--- config.mk ---
export PLATFORM = sky130hd
export DESIGN_NAME = alu_rr_arbiter
export DESIGN_NICKNAME = d
export VERILOG_FILES = /design/src/rtl/alu_arb_pkg.sv /design/src/rtl/rr_arbiter.sv /design/src/rtl/alu_rr_arbiter.sv
export SDC_FILE = /design/constraint.sdc
export NUM_CORES = 1
export LEC_CHECK = 0
export CORE_AREA = 2 2 169 171
export DETAILED_ROUTE_END_ITERATION = 12
export DIE_AREA = 0 0 171 173
export GPL_TIMING_DRIVEN = 0
export HOLD_SLACK_MARGIN = 0.1
export PLACE_DENSITY_LB_ADDON = 0.2
export SYNTH_ARGS = -nofsm -noshare
export SYNTH_HDL_FRONTEND = slang
export SYNTH_SLANG_ARGS = --single-unit
--- constraint.sdc ---
create_clock -name clk -period 6.1 [get_ports clk]
set_input_delay 0.61 -clock clk [delete_from_list [all_inputs] [get_ports clk]]
set_output_delay 0.61 -clock clk [all_outputs]
set_load 0.01 [all_outputs]
--- src/rtl/alu_arb_pkg.sv ---
// Shared constants for the ALU round-robin arbiter: opcode encodings,
// flag bit positions and the FSM state type.
package alu_arb_pkg;

  localparam int OPW  = 3;
  localparam int FLGW = 7;

  // The arbiter never decodes these; they document the ALU it fronts.
  localparam logic [OPW-1:0] OP_ADD = 3'd0;
  localparam logic [OPW-1:0] OP_SUB = 3'd1;
  localparam logic [OPW-1:0] OP_AND = 3'd2;
  localparam logic [OPW-1:0] OP_OR  = 3'd3;
  localparam logic [OPW-1:0] OP_XOR = 3'd4;
  localparam logic [OPW-1:0] OP_SHL = 3'd5;
  localparam logic [OPW-1:0] OP_SHR = 3'd6;
  localparam logic [OPW-1:0] OP_CMP = 3'd7;

  localparam int FLG_ZERO  = 0;
  localparam int FLG_CARRY = 1;
  localparam int FLG_OVF   = 2;
  localparam int FLG_NEG   = 3;
  localparam int FLG_EQ    = 4;
  localparam int FLG_BGT   = 5;
  localparam int FLG_COUT  = 6;

  typedef enum logic [1:0] {
    ST_IDLE = 2'd0,
    ST_EXEC = 2'd1,
    ST_RESP = 2'd2
  } state_e;

  function automatic logic [15:0] satInc16(input logic [15:0] v);
    return (v == 16'hFFFF) ? v : v + 16'd1;
  endfunction

endpackage

--- src/rtl/rr_arbiter.sv ---
// Combinational round-robin picker: first asserted request strictly after
// last_grant, wrapping around. The priority pointer lives in the caller.
module rr_arbiter #(
  parameter int NREQ = 4,
  localparam int IW  = $clog2(NREQ)
) (
  input  logic [NREQ-1:0] req,
  input  logic            enable,
  input  logic [IW-1:0]   last_grant,
  output logic [NREQ-1:0] grant,
  output logic [IW-1:0]   grant_idx
);

  always_comb begin
    logic found;
    int   idx;
    grant     = '0;
    grant_idx = '0;
    found     = 1'b0;
    idx       = 0;
    if (enable) begin
      // Offset NREQ revisits last_grant itself, so a lone requester still wins.
      for (int off = 1; off <= NREQ; off++) begin
        idx = (int'(last_grant) + off) % NREQ;
        if (!found && req[idx]) begin
          found      = 1'b1;
          grant[idx] = 1'b1;
          grant_idx  = IW'(idx);
        end
      end
    end
  end

endmodule

--- src/rtl/alu_rr_arbiter.sv ---
// Shares one external combinational ALU among NREQ requesters with
// round-robin arbitration. Optional grant counters: define ALU_ARB_STATS_EN.
module alu_rr_arbiter
  import alu_arb_pkg::*;
#(
  parameter int NREQ = 4,
  parameter int DW   = 32,
  parameter int OPW  = 3,
  localparam int IW  = $clog2(NREQ)
) (
  input  logic              clk,
  input  logic              rst,
  input  logic [NREQ-1:0]   req_valid,
  output logic [NREQ-1:0]   req_ready,
  input  logic [NREQ*OPW-1:0] req_op,
  input  logic [NREQ*DW-1:0]  req_a,
  input  logic [NREQ*DW-1:0]  req_b,
  input  logic [NREQ-1:0]   req_cin,
  output logic [OPW-1:0]    alu_op,
  output logic [DW-1:0]     alu_a,
  output logic [DW-1:0]     alu_b,
  output logic              alu_cin,
  input  logic [DW-1:0]     alu_result,
  input  logic [6:0]        alu_flags,
  output logic              rsp_valid,
  input  logic              rsp_ready,
  output logic [IW-1:0]     rsp_id,
  output logic [DW-1:0]     rsp_result,
  output logic [6:0]        rsp_flags
`ifdef ALU_ARB_STATS_EN
  ,
  input  logic              stat_clr,
  output logic [NREQ*16-1:0] stat_grants
`endif
);

  state_e          state_q, state_d;
  logic [IW-1:0]   last_grant_q, last_grant_d;
  logic [IW-1:0]   id_q, id_d;
  logic [OPW-1:0]  alu_op_q, alu_op_d;
  logic [DW-1:0]   alu_a_q, alu_a_d;
  logic [DW-1:0]   alu_b_q, alu_b_d;
  logic            alu_cin_q, alu_cin_d;
  logic            rsp_valid_q, rsp_valid_d;
  logic [IW-1:0]   rsp_id_q, rsp_id_d;
  logic [DW-1:0]   rsp_result_q, rsp_result_d;
  logic [6:0]      rsp_flags_q, rsp_flags_d;

  logic            grant_en;
  logic            accept;
  logic [NREQ-1:0] grant;
  logic [IW-1:0]   grant_idx;
  logic [OPW-1:0]  sel_op;
  logic [DW-1:0]   sel_a;
  logic [DW-1:0]   sel_b;
  logic            sel_cin;

  // A new op may start while idle, or while the pending response is being
  // consumed this very cycle, which gives one op every two cycles.
  assign grant_en = !rst && ((state_q == ST_IDLE) ||
                             ((state_q == ST_RESP) && rsp_ready));

  rr_arbiter #(.NREQ(NREQ)) u_rr (
    .req        (req_valid),
    .enable     (grant_en),
    .last_grant (last_grant_q),
    .grant      (grant),
    .grant_idx  (grant_idx)
  );

  assign req_ready = grant;
  assign accept    = |grant;

  always_comb begin
    sel_op  = '0;
    sel_a   = '0;
    sel_b   = '0;
    sel_cin = 1'b0;
    for (int i = 0; i < NREQ; i++) begin
      if (grant[i]) begin
        sel_op  = req_op[i*OPW +: OPW];
        sel_a   = req_a[i*DW +: DW];
        sel_b   = req_b[i*DW +: DW];
        sel_cin = req_cin[i];
      end
    end
  end

  always_comb begin
    state_d      = state_q;
    last_grant_d = last_grant_q;
    id_d         = id_q;
    alu_op_d     = alu_op_q;
    alu_a_d      = alu_a_q;
    alu_b_d      = alu_b_q;
    alu_cin_d    = alu_cin_q;
    rsp_valid_d  = rsp_valid_q;
    rsp_id_d     = rsp_id_q;
    rsp_result_d = rsp_result_q;
    rsp_flags_d  = rsp_flags_q;

    case (state_q)
      ST_IDLE: begin
        if (accept) state_d = ST_EXEC;
      end
      ST_EXEC: begin
        rsp_result_d = alu_result;
        rsp_flags_d  = alu_flags;
        rsp_id_d     = id_q;
        rsp_valid_d  = 1'b1;
        state_d      = ST_RESP;
      end
      ST_RESP: begin
        if (rsp_ready) begin
          rsp_valid_d = 1'b0;
          state_d     = accept ? ST_EXEC : ST_IDLE;
        end
      end
      default: state_d = ST_IDLE;
    endcase

    if (accept) begin
      alu_op_d     = sel_op;
      alu_a_d      = sel_a;
      alu_b_d      = sel_b;
      alu_cin_d    = sel_cin;
      id_d         = grant_idx;
      last_grant_d = grant_idx;
    end
  end

  // Reset discards any in-flight op and pending response without a reply.
  always_ff @(posedge clk) begin
    if (rst) begin
      state_q      <= ST_IDLE;
      last_grant_q <= IW'(NREQ - 1);
      id_q         <= '0;
      alu_op_q     <= '0;
      alu_a_q      <= '0;
      alu_b_q      <= '0;
      alu_cin_q    <= 1'b0;
      rsp_valid_q  <= 1'b0;
      rsp_id_q     <= '0;
      rsp_result_q <= '0;
      rsp_flags_q  <= '0;
    end else begin
      state_q      <= state_d;
      last_grant_q <= last_grant_d;
      id_q         <= id_d;
      alu_op_q     <= alu_op_d;
      alu_a_q      <= alu_a_d;
      alu_b_q      <= alu_b_d;
      alu_cin_q    <= alu_cin_d;
      rsp_valid_q  <= rsp_valid_d;
      rsp_id_q     <= rsp_id_d;
      rsp_result_q <= rsp_result_d;
      rsp_flags_q  <= rsp_flags_d;
    end
  end

  assign alu_op     = alu_op_q;
  assign alu_a      = alu_a_q;
  assign alu_b      = alu_b_q;
  assign alu_cin    = alu_cin_q;
  assign rsp_valid  = rsp_valid_q;
  assign rsp_id     = rsp_id_q;
  assign rsp_result = rsp_result_q;
  assign rsp_flags  = rsp_flags_q;

`ifdef ALU_ARB_STATS_EN
  logic [15:0] stat_cnt_q [NREQ];

  // Clear beats increment; counters stick at all-ones.
  always_ff @(posedge clk) begin
    for (int i = 0; i < NREQ; i++) begin
      if (rst || stat_clr) begin
        stat_cnt_q[i] <= '0;
      end else if (grant[i]) begin
        stat_cnt_q[i] <= satInc16(stat_cnt_q[i]);
      end
    end
  end

  always_comb begin
    stat_grants = '0;
    for (int i = 0; i < NREQ; i++) begin
      stat_grants[i*16 +: 16] = stat_cnt_q[i];
    end
  end
`endif

endmodule

==> load_flow_metrics.sql, run 1 <==
INSERT INTO impl_metrics (metric_group, metric, value, unit) VALUES
('timing', 'setup_slack', '466.0', 'ps'),
('detailed_routing', 'via_count', '7792', ''),
('cts', 'cts-root-to-sink-buffers', '2', ''),
('timing', 'grt_setup_unrepaired', 'false', ''),
('floorplan', 'floorplan.rows', '61', ''),
('grt', 'grtUsageTotal', '22.68', '%'),
('timing', 'slew-limit-headroom', '17.87', '%'),
('synth', 'number_of_enable_type_register_cells_in_the_synthesized_netlist', '0', ''),
('synth', 'synth_area', '6145', 'um2'),
('pwr', 'design_power_total', '4.953', 'mW'),
('setup_path', 'critical_path.startpoint_type', 'register', ''),
('setup_path', 'criticalPathCategory', 'reg -> out', ''),
('pwr', 'power_density', '429.4', 'nW/um2'),
('grt', 'global_route.overflow_total', '0', ''),
('job', 'max-cap-violations', '0', ''),
('timing', 'finalMaxSlewViolations', '0', ''),
('cts', 'post_cts.resized_instances', '0', ''),
('floorplan', 'chipWidth', '171', 'um'),
('timing', 'holdWs', '453.8', 'ps'),
('place', 'dpl_cell_area', '10920', 'um2'),
('pwr', 'power.leakage', '4.122', 'nW'),
('finish', 'syn_to_final_growth', '87.70', '%'),
('min_path', 'hp-class', 'reg -> reg', ''),
('cts', 'tritoncts', 'built', ''),
('detailed_routing', 'avgRoutedWirePerCell', '22.29', 'um'),
('cts', 'cts_hold_buffers', '0', ''),
('finish', 'fin_util', '41.74', '%'),
('synth', 'synth.net_count', '1033', ''),
('detailed_routing', 'drt_wl_total', '34.55', 'mm'),
('cts', 'clock-sinks', '116', ''),
('finish', 'drive_above_1_share', '5.902', '%'),
('synth', 'ys_warn_count', '0', ''),
('setup_path', 'crit_path_end_kind', 'output port', ''),
('synth', 'ys_seq_elements', '116', ''),
('floorplan', 'core_region_area', '27630', 'um2'),
('finish', 'multi_input_comb_area', '3390', 'um2'),
('cts', 'clk_root_buffer_cell', 'sky130_fd_sc_hd__clkbuf_16', ''),
('setup_path', 'critPathArrivalTime', '5020', 'ps'),
('place', 'number_of_instances_in_the_placed_design', '1515', ''),
('setup_path', 'crit_path_max_fanout', '10', ''),
('pwr', 'ir_worst_vdd', '0.1766', 'mV'),
('place', 'placement.setup.worst_slack', '878.9', 'ps'),
('cts', 'tritoncts.num_buffers', '17', ''),
('timing', 'final_min_period_over_clock_period', '92.36', '%'),
('synth', 'synth_async_sr_flop_share', '0', '%'),
('detailed_routing', 'drt.antenna.violating_nets', '0', ''),
('cts', 'htree_levels', '4', ''),
('grt', 'wire_length_of_the_first_global_routing_pass', '50.20', 'mm'),
('detailed_routing', 'drc', '0', ''),
('synth', 'ys_top_cells_by_area', 'sky130_fd_sc_hd__dfxtp_1, sky130_fd_sc_hd__a211oi_1, sky130_fd_sc_hd__a222oi_1', ''),
('outcome', 'outcome', 'complete, no violations', ''),
('detailed_routing', 'detailedRoute.firstIterationViolations', '517', ''),
('floorplan', 'dieHeight', '173', 'um'),
('floorplan', 'pin_count', '432', ''),
('setup_path', 'worst-endpoint-required', '5490', 'ps'),
('synth', 'synth_ff_type', 'sky130_fd_sc_hd__dfxtp_1', ''),
('grt', 'grt_antenna_before_repair', '3', ''),
('floorplan', 'initial_utilization', '22.24', '%'),
('cts', 'cts.repair_timing.setup_buffer_count', '0', ''),
('finish', 'post_layout_nonfiller_instances', '1550', ''),
('finish', 'final_cell_area_excluding_filler_cells', '11530', 'um2'),
('floorplan', 'die-area', '29580', 'um2'),
('place', 'globalplace.congestion', '0.8857', ''),
('synth', 'synthCells', '707', ''),
('cts', 'cts.reportedPaths.clkPinSlew', '70', 'ps'),
('timing', 'max_slew.worst_pin.slew', '1213', 'ps'),
('timing', 'setup_viol', '0', ''),
('detailed_routing', 'detailedRoute.firstPassIterationCount', '5', ''),
('synth', 'sequential_cell_area_fraction_in_the_yosys_report', '37.79', '%'),
('timing', 'maxClockFrequency', '177.5', 'MHz'),
('place', 'port-buffer-count', '430', '');
## registers in the layout (all words and copies together), names as in the netlist
name,cells
state_q,2
id_q,2
alu_op,3
last_grant_q,2
rsp_result,32
rsp_flags,7
alu_cin,1
alu_b,32
rsp_id,2
alu_a,32
rsp_valid,1
## logic make-up after synthesis
family | synth area share [%]
muxes | 1.609
AOI/OAI and AO/OA | 35.92
adders and majority gates | 1.629
buffers and inverters | 7.045
and+or+nand+nor | 16.00
DFF | 37.79
## path summary, 6_finish.rpt
| check | from | to | slack, ps | cells after the start |
|---|---|---|---|---|
| worst min register to register | rsp_result[14] | rsp_result[14] | 450 | 2 |
| worst max register to register | last_grant_q[0] | alu_b[14] | 1450 | 12 |
| worst min-delay path | rsp_result[14] | rsp_result[14] | 450 | 2 |
| worst max-delay path | last_grant_q[0] | req_ready[3] | 470 | 13 |
## power by group
part / internal, mW / switching, mW / leakage (nW) / total (mW)
clock network: 0.622 / 0.450 / 0.298 / 1.07
registers: 1.01 / 0.148 / 0.957 / 1.16
logic: 1.24 / 1.49 / 2.87 / 2.72
total: 2.87 / 2.08 / 4.12 / 4.95
## synth_stat cells, types with 4 or more instances
cell type,count
sky130_fd_sc_hd__ha_1,8
sky130_fd_sc_hd__a21oi_1,48
sky130_fd_sc_hd__clkbuf_1,59
sky130_fd_sc_hd__a221oi_1,19
sky130_fd_sc_hd__nor3b_1,4
sky130_fd_sc_hd__inv_1,11
sky130_fd_sc_hd__dfxtp_1,116
sky130_fd_sc_hd__nand2b_1,4
sky130_fd_sc_hd__o21ai_0,5
sky130_fd_sc_hd__nand2_1,90
sky130_fd_sc_hd__o2bb2ai_1,18
sky130_fd_sc_hd__o211ai_1,4
sky130_fd_sc_hd__buf_2,21
sky130_fd_sc_hd__a222oi_1,51
sky130_fd_sc_hd__a211oi_1,120
sky130_fd_sc_hd__nor2_1,5
sky130_fd_sc_hd__and3_1,68
## per-layer routing
| layer | global-route usage (%) | part of all wire, % | vias to the layer above |
|---|---|---|---|
| li1 | - | - | 3716 |
| met1 | 26.04 | 40 | 3718 |
| met2 | 40.20 | 50 | 327 |
| met3 | 6.661 | 8.4 | 31 |
| met4 | 6.921 | 1.8 | 0 |
| met5 | 0 | 0 | - |
## worst max-delay path: stages (launching register included)
cell	delay (ps)
sky130_fd_sc_hd__dfxtp_1	500
sky130_fd_sc_hd__buf_6	180
sky130_fd_sc_hd__clkbuf_1	350
sky130_fd_sc_hd__inv_1	250
sky130_fd_sc_hd__ha_1	330
sky130_fd_sc_hd__buf_2	220
sky130_fd_sc_hd__mux4_2	370
sky130_fd_sc_hd__buf_2	210
sky130_fd_sc_hd__nand2b_1	100
sky130_fd_sc_hd__o211ai_2	220
sky130_fd_sc_hd__nand2_1	340
sky130_fd_sc_hd__clkbuf_1	440
sky130_fd_sc_hd__buf_1	450
sky130_fd_sc_hd__clkdlybuf4s50_1	630
## layout make-up
| cell class | instances | share of cell area, % |
|---|---|---|
| clock buffers | 17 | 3.688 |
| well taps | 378 | 4.101 |
| clock inverters | 15 | 1.551 |
| plain buffers | 89 | 3.396 |
| inverters | 11 | 0.3580 |
| flip-flops and latches | 116 | 20.13 |
| diodes | 3 | 0.06509 |
| repair buffers | 430 | 37.32 |
| multi-input cells | 491 | 29.39 |
## cell usage in the layout, fill, tap and decap left out, types with 3 or more instances in the layout
cell / Yosys / routed
sky130_fd_sc_hd__a22oi_1: 3 / 3
sky130_fd_sc_hd__a222oi_1: 51 / 51
sky130_fd_sc_hd__nor3_1: 3 / 3
sky130_fd_sc_hd__a221oi_1: 19 / 19
sky130_fd_sc_hd__nand2_1: 90 / 90
sky130_fd_sc_hd__dfxtp_1: 116 / 116
sky130_fd_sc_hd__nand2b_1: 4 / 4
sky130_fd_sc_hd__buf_1: 3 / 3
sky130_fd_sc_hd__o21ai_0: 5 / 5
sky130_fd_sc_hd__o2bb2ai_1: 18 / 18
sky130_fd_sc_hd__clkbuf_1: 59 / 59
sky130_fd_sc_hd__inv_6: 0 / 7
sky130_fd_sc_hd__ha_1: 8 / 8
sky130_fd_sc_hd__nor3b_1: 4 / 4
sky130_fd_sc_hd__inv_1: 11 / 11
sky130_fd_sc_hd__mux4_2: 3 / 3
sky130_fd_sc_hd__o211ai_1: 4 / 4
sky130_fd_sc_hd__diode_2: 0 / 3
sky130_fd_sc_hd__a211oi_1: 120 / 120
sky130_fd_sc_hd__and3_1: 68 / 68
sky130_fd_sc_hd__nor2b_1: 3 / 3
sky130_fd_sc_hd__nor2_1: 5 / 5
sky130_fd_sc_hd__buf_6: 3 / 3
sky130_fd_sc_hd__buf_2: 21 / 21
sky130_fd_sc_hd__clkdlybuf4s50_1: 0 / 430
sky130_fd_sc_hd__clkbuf_16: 0 / 17
sky130_fd_sc_hd__a21oi_1: 48 / 48
sky130_fd_sc_hd__inv_8: 0 / 4
Note: power is estimated with default switching activity, not from simulation.
==> run 2: changes to the inputs <==
Settings changed: ABC_AREA set to 1, CORE_AREA 2 2 169 171 to 2 2 168 170, DIE_AREA 0 0 171 173 to 0 0 170 172, SETUP_SLACK_MARGIN set to 0.15.
==> run 2 against run 1 <==
Against the previous run:
- first-iteration DRC count up 5.0%
- die area shrank 1.2%
- setup slack better by 1400 ps
- wire length rose by 3.9%
- count of clock-buffer cells in the layout stayed put
- sequential power about the same
- clock skew fell by 8.6 ps
- clock power up 14%
- critical path depth down 1
- synthesized cell count is 87% higher
- register-to-register slack improved by 1300 ps
- utilization increased by 6.1 points
- critical endpoint is now req_ready[0]
- largest cell class unchanged
==> load_flow_metrics.sql, run 2 <==
INSERT INTO impl_metrics (metric_group, metric, value, unit) VALUES
('detailed_routing', 'drt.antenna.violating_nets', '0', ''),
('detailed_routing', 'drc', '0', ''),
('timing', 'final_min_period_over_clock_period', '70.00', '%'),
('setup_path', 'cp_slowest_stage_delay', '640', 'ps'),
('detailed_routing', 'avgRoutedWirePerCell', '16.82', 'um'),
('setup_path', 'delay_heaviest_family_cp', 'buffers and inverters', ''),
('min_path', 'hp-class', 'reg -> reg', ''),
('setup_path', 'critical_path.n_buffers_inverters', '5', ''),
('pwr', 'clockPowerShare', '20.5', '%'),
('setup_path', 'crit_path_end_kind', 'output port', ''),
('pwr', 'design_power_total', '5.963', 'mW'),
('setup_path', 'critPathArrivalTime', '3660', 'ps'),
('cts', 'tritoncts', 'built', ''),
('synth', 'synth_async_sr_flop_share', '0', '%'),
('place', 'port-buffer-count', '431', ''),
('pwr', 'power.leakage', '6.091', 'nW'),
('timing', 'holdWs', '463.4', 'ps'),
('synth', 'ys_top_cells_by_area', 'sky130_fd_sc_hd__dfxtp_1, sky130_fd_sc_hd__nand2_1, sky130_fd_sc_hd__nand3_1', ''),
('grt', 'grt_pass1_vias', '9607', ''),
('pwr', 'seq_power_share', '19.7', '%'),
('timing', 'setup_viol', '0', ''),
('timing', 'grt_setup_unrepaired', 'false', ''),
('timing', 'fin_skew', '11.23', 'ps'),
('cts', 'tritoncts.num_buffers', '17', ''),
('finish', 'fin_util', '47.83', '%'),
('synth', 'dominant_cell_by_count_in_the_synthesized_netlist', 'sky130_fd_sc_hd__nand2_1', ''),
('outcome', 'outcome', 'complete, no violations', ''),
('finish', 'layout_commonest_cell', 'sky130_fd_sc_hd__clkdlybuf4s50_1', ''),
('pwr', 'power_density', '453.7', 'nW/um2'),
('cts', 'cts.reportedPaths.clkPinSlew', '60', 'ps'),
('finish', 'drive_above_1_share', '4.365', '%'),
('synth', 'yosysTopAreaCellShare', '30.17', '%'),
('synth', 'synth_top_area_cell', 'sky130_fd_sc_hd__dfxtp_1', ''),
('finish', 'nNetsFinal', '2101', ''),
('setup_path', 'slowest_stage', 'sky130_fd_sc_hd__clkdlybuf4s50_1', ''),
('floorplan', 'pin_count', '432', ''),
('detailed_routing', 'via_count', '9914', ''),
('floorplan', 'chipWidth', '170', 'um'),
('pwr', 'switching_power', '2.715', 'mW'),
('pwr', 'ir_worst_vdd', '0.2159', 'mV'),
('synth', 'synth_area', '7696', 'um2'),
('place', 'number_of_instances_in_the_placed_design', '2102', ''),
('grt', 'wire_length_of_the_first_global_routing_pass', '53.79', 'mm'),
('detailed_routing', 'drt_wl_total', '35.89', 'mm'),
('synth', 'synth.net_count', '1651', ''),
('cts', 'clock-sinks', '116', ''),
('floorplan', 'floorplan.rows', '61', ''),
('cts', 'cts.repair_timing.setup_buffer_count', '0', ''),
('finish', 'final_cell_area_excluding_filler_cells', '13140', 'um2'),
('setup_path', 'crit_path_max_fanout', '10', ''),
('synth', 'netlist_top_cells_count', 'sky130_fd_sc_hd__nand2_1, sky130_fd_sc_hd__nor2_1, sky130_fd_sc_hd__nand3_1, sky130_fd_sc_hd__inv_1, sky130_fd_sc_hd__dfxtp_1', ''),
('synth', 'post_synthesis_average_cell_area', '5.808', 'um2'),
('synth', 'yosys.cell_types.count', '31', ''),
('place', 'hpwlAfterDp', '28.11', 'mm'),
('detailed_routing', 'detailedRoute.firstPassIterationCount', '5', ''),
('finish', 'post_layout_nonfiller_instances', '2134', ''),
('timing', 'finalMaxSlewViolations', '0', ''),
('timing', 'slew-limit-headroom', '43.36', '%'),
('detailed_routing', 'ratio_of_routed_vias_to_standard_cells', '4.646', ''),
('floorplan', 'die-area', '29240', 'um2'),
('floorplan', 'core_region_area', '27480', 'um2'),
('finish', 'final_cell_mix', 'sky130_fd_sc_hd__clkdlybuf4s50_1, sky130_fd_sc_hd__nand2_1, sky130_fd_sc_hd__nor2_1, sky130_fd_sc_hd__nand3_1, sky130_fd_sc_hd__inv_1', ''),
('place', 'placement.setup.worst_slack', '2221', 'ps'),
('pwr', 'power.combinational.fraction', '59.8', '%'),
('detailed_routing', 'detailedRoute.firstIterationViolations', '543', ''),
('setup_path', 'worst-endpoint-required', '5490', 'ps'),
('cts', 'clock_latency', '420', 'ps'),
('floorplan', 'initial_utilization', '28.01', '%'),
('pwr', 'intPower', '3.248', 'mW'),
('grt', 'grt_start_max_net_pins', '17', ''),
('synth', 'ys_warn_count', '0', ''),
('timing', 'fin_tns_setup', '0', 'ps'),
('job', 'max-cap-violations', '0', ''),
('setup_path', 'critPathMostFrequentCell', 'sky130_fd_sc_hd__inv_1', ''),
('cts', 'cts_hold_buffers', '0', ''),
('cts', 'post_cts.resized_instances', '0', ''),
('synth', 'number_of_enable_type_register_cells_in_the_synthesized_netlist', '0', ''),
('setup_path', 'criticalPathCategory', 'reg -> out', ''),
('synth', 'sequential_cell_area_fraction_in_the_yosys_report', '30.17', '%'),
('cts', 'htree_levels', '4', ''),
('setup_path', 'timing.critical_path.cells', 'inv_1 -> ha_1 -> inv_1 -> nand3_2 -> nand2_4 -> nor2_2 -> a21oi_1 -> nand3_1 -> nand2_1 -> inv_2 -> clkbuf_1 -> clkdlybuf4s50_1', ''),
('finish', 'syn_to_final_growth', '70.77', '%'),
('grt', 'grt_antenna_before_repair', '0', ''),
('place', 'dpl_cell_area', '12440', 'um2'),
('timing', 'max_slew.worst_pin.slew', '849.6', 'ps'),
('timing', 'maxClockFrequency', '234.2', 'MHz'),
('place', 'globalplace.congestion', '0.8817', ''),
('pwr', 'power.share.switching', '45.53', '%'),
('grt', 'grtUsageTotal', '23.95', '%'),
('cts', 'clk_root_buffer_cell', 'sky130_fd_sc_hd__clkbuf_16', ''),
('grt', 'global_route.overflow_total', '0', ''),
('cts', 'cts-root-to-sink-buffers', '2', ''),
('timing', 'setup_slack', '1830', 'ps'),
('synth', 'synthCells', '1325', ''),
('floorplan', 'dieHeight', '172', 'um'),
('timing', 'period_needed', '4270', 'ps'),
('timing', 'finalHoldViolCount', '0', ''),
('synth', 'synth_ff_type', 'sky130_fd_sc_hd__dfxtp_1', ''),
('synth', 'ys_seq_elements', '116', ''),
('setup_path', 'critical_path.startpoint_type', 'register', '');
==> run 2: final timing paths <==
| path | startpoint | to | slack [ps] | cells after the start |
|---|---|---|---|---|
| hold / removal | alu_a[4] | alu_a[4] | 460 | 2 |
| setup reg to reg | last_grant_q[1] | alu_b[27] | 2760 | 15 |
| hold reg to reg | alu_a[4] | alu_a[4] | 460 | 2 |
| setup / recovery | last_grant_q[1] | req_ready[0] | 1830 | 12 |
==> run 2: cells by family (layout without fill, tap and decap cells) <==
family | after synthesis | in the layout | synth area share [%]
simple gates | 878 | 878 | 50.33
flops | 116 | 116 | 30.17
fa+ha+maj | 8 | 8 | 1.301
other cells | 0 | 1 | 0
compound gates | 75 | 75 | 5.121
xor+xnor | 1 | 1 | 0.1138
buf+inv | 247 | 709 | 12.96
==> run 2: worst register-to-register path, stage by stage, from the launching register on <==
cell                       delay [ps]
sky130_fd_sc_hd__dfxtp_1          540
sky130_fd_sc_hd__inv_1            230
sky130_fd_sc_hd__ha_1             360
sky130_fd_sc_hd__inv_1            120
sky130_fd_sc_hd__nand3_2          140
sky130_fd_sc_hd__nand2_4          130
sky130_fd_sc_hd__nor2_2            80
sky130_fd_sc_hd__a21boi_1         150
sky130_fd_sc_hd__nand3_2          220
sky130_fd_sc_hd__nand2_4          200
sky130_fd_sc_hd__nand2_4          120
sky130_fd_sc_hd__inv_2            150
sky130_fd_sc_hd__clkbuf_1         430
sky130_fd_sc_hd__nand3_1          190
sky130_fd_sc_hd__nand2_1          110
sky130_fd_sc_hd__a21oi_1           60
==> run 2: layout make-up <==
| class | instances | area (um2) |
|---|---|---|
| fillers | 2867 | 14330 |
| clock buffers | 17 | 425.4 |
| diodes | 1 | 2.502 |
| well taps | 346 | 432.9 |
| multi-input cells | 962 | 4377 |
| inverters | 155 | 584.3 |
| flip-flops and latches | 116 | 2322 |
| plain buffers | 92 | 412.9 |
| repair buffers | 431 | 4314 |
| clock inverters | 14 | 271.5 |
==> run 2: power by group through the flow <==
stage	logic [mW]	registers [mW]	clock network, mW
floorplan	1.98	1.28	0
global placement	3.57	1.17	0
detailed placement	3.58	1.18	0
CTS	3.60	1.17	1.25
global route	3.98	1.20	1.29
finish	3.57	1.17	1.22
==> run 2: layer usage <==
layer	wire, um	up-vias	GRT usage (%)
li1	-	5028	-
met1	14470	4474	27.49
met2	17510	362	42.50
met3	3067	50	7.210
met4	849	0	7.990
met5	0	-	0
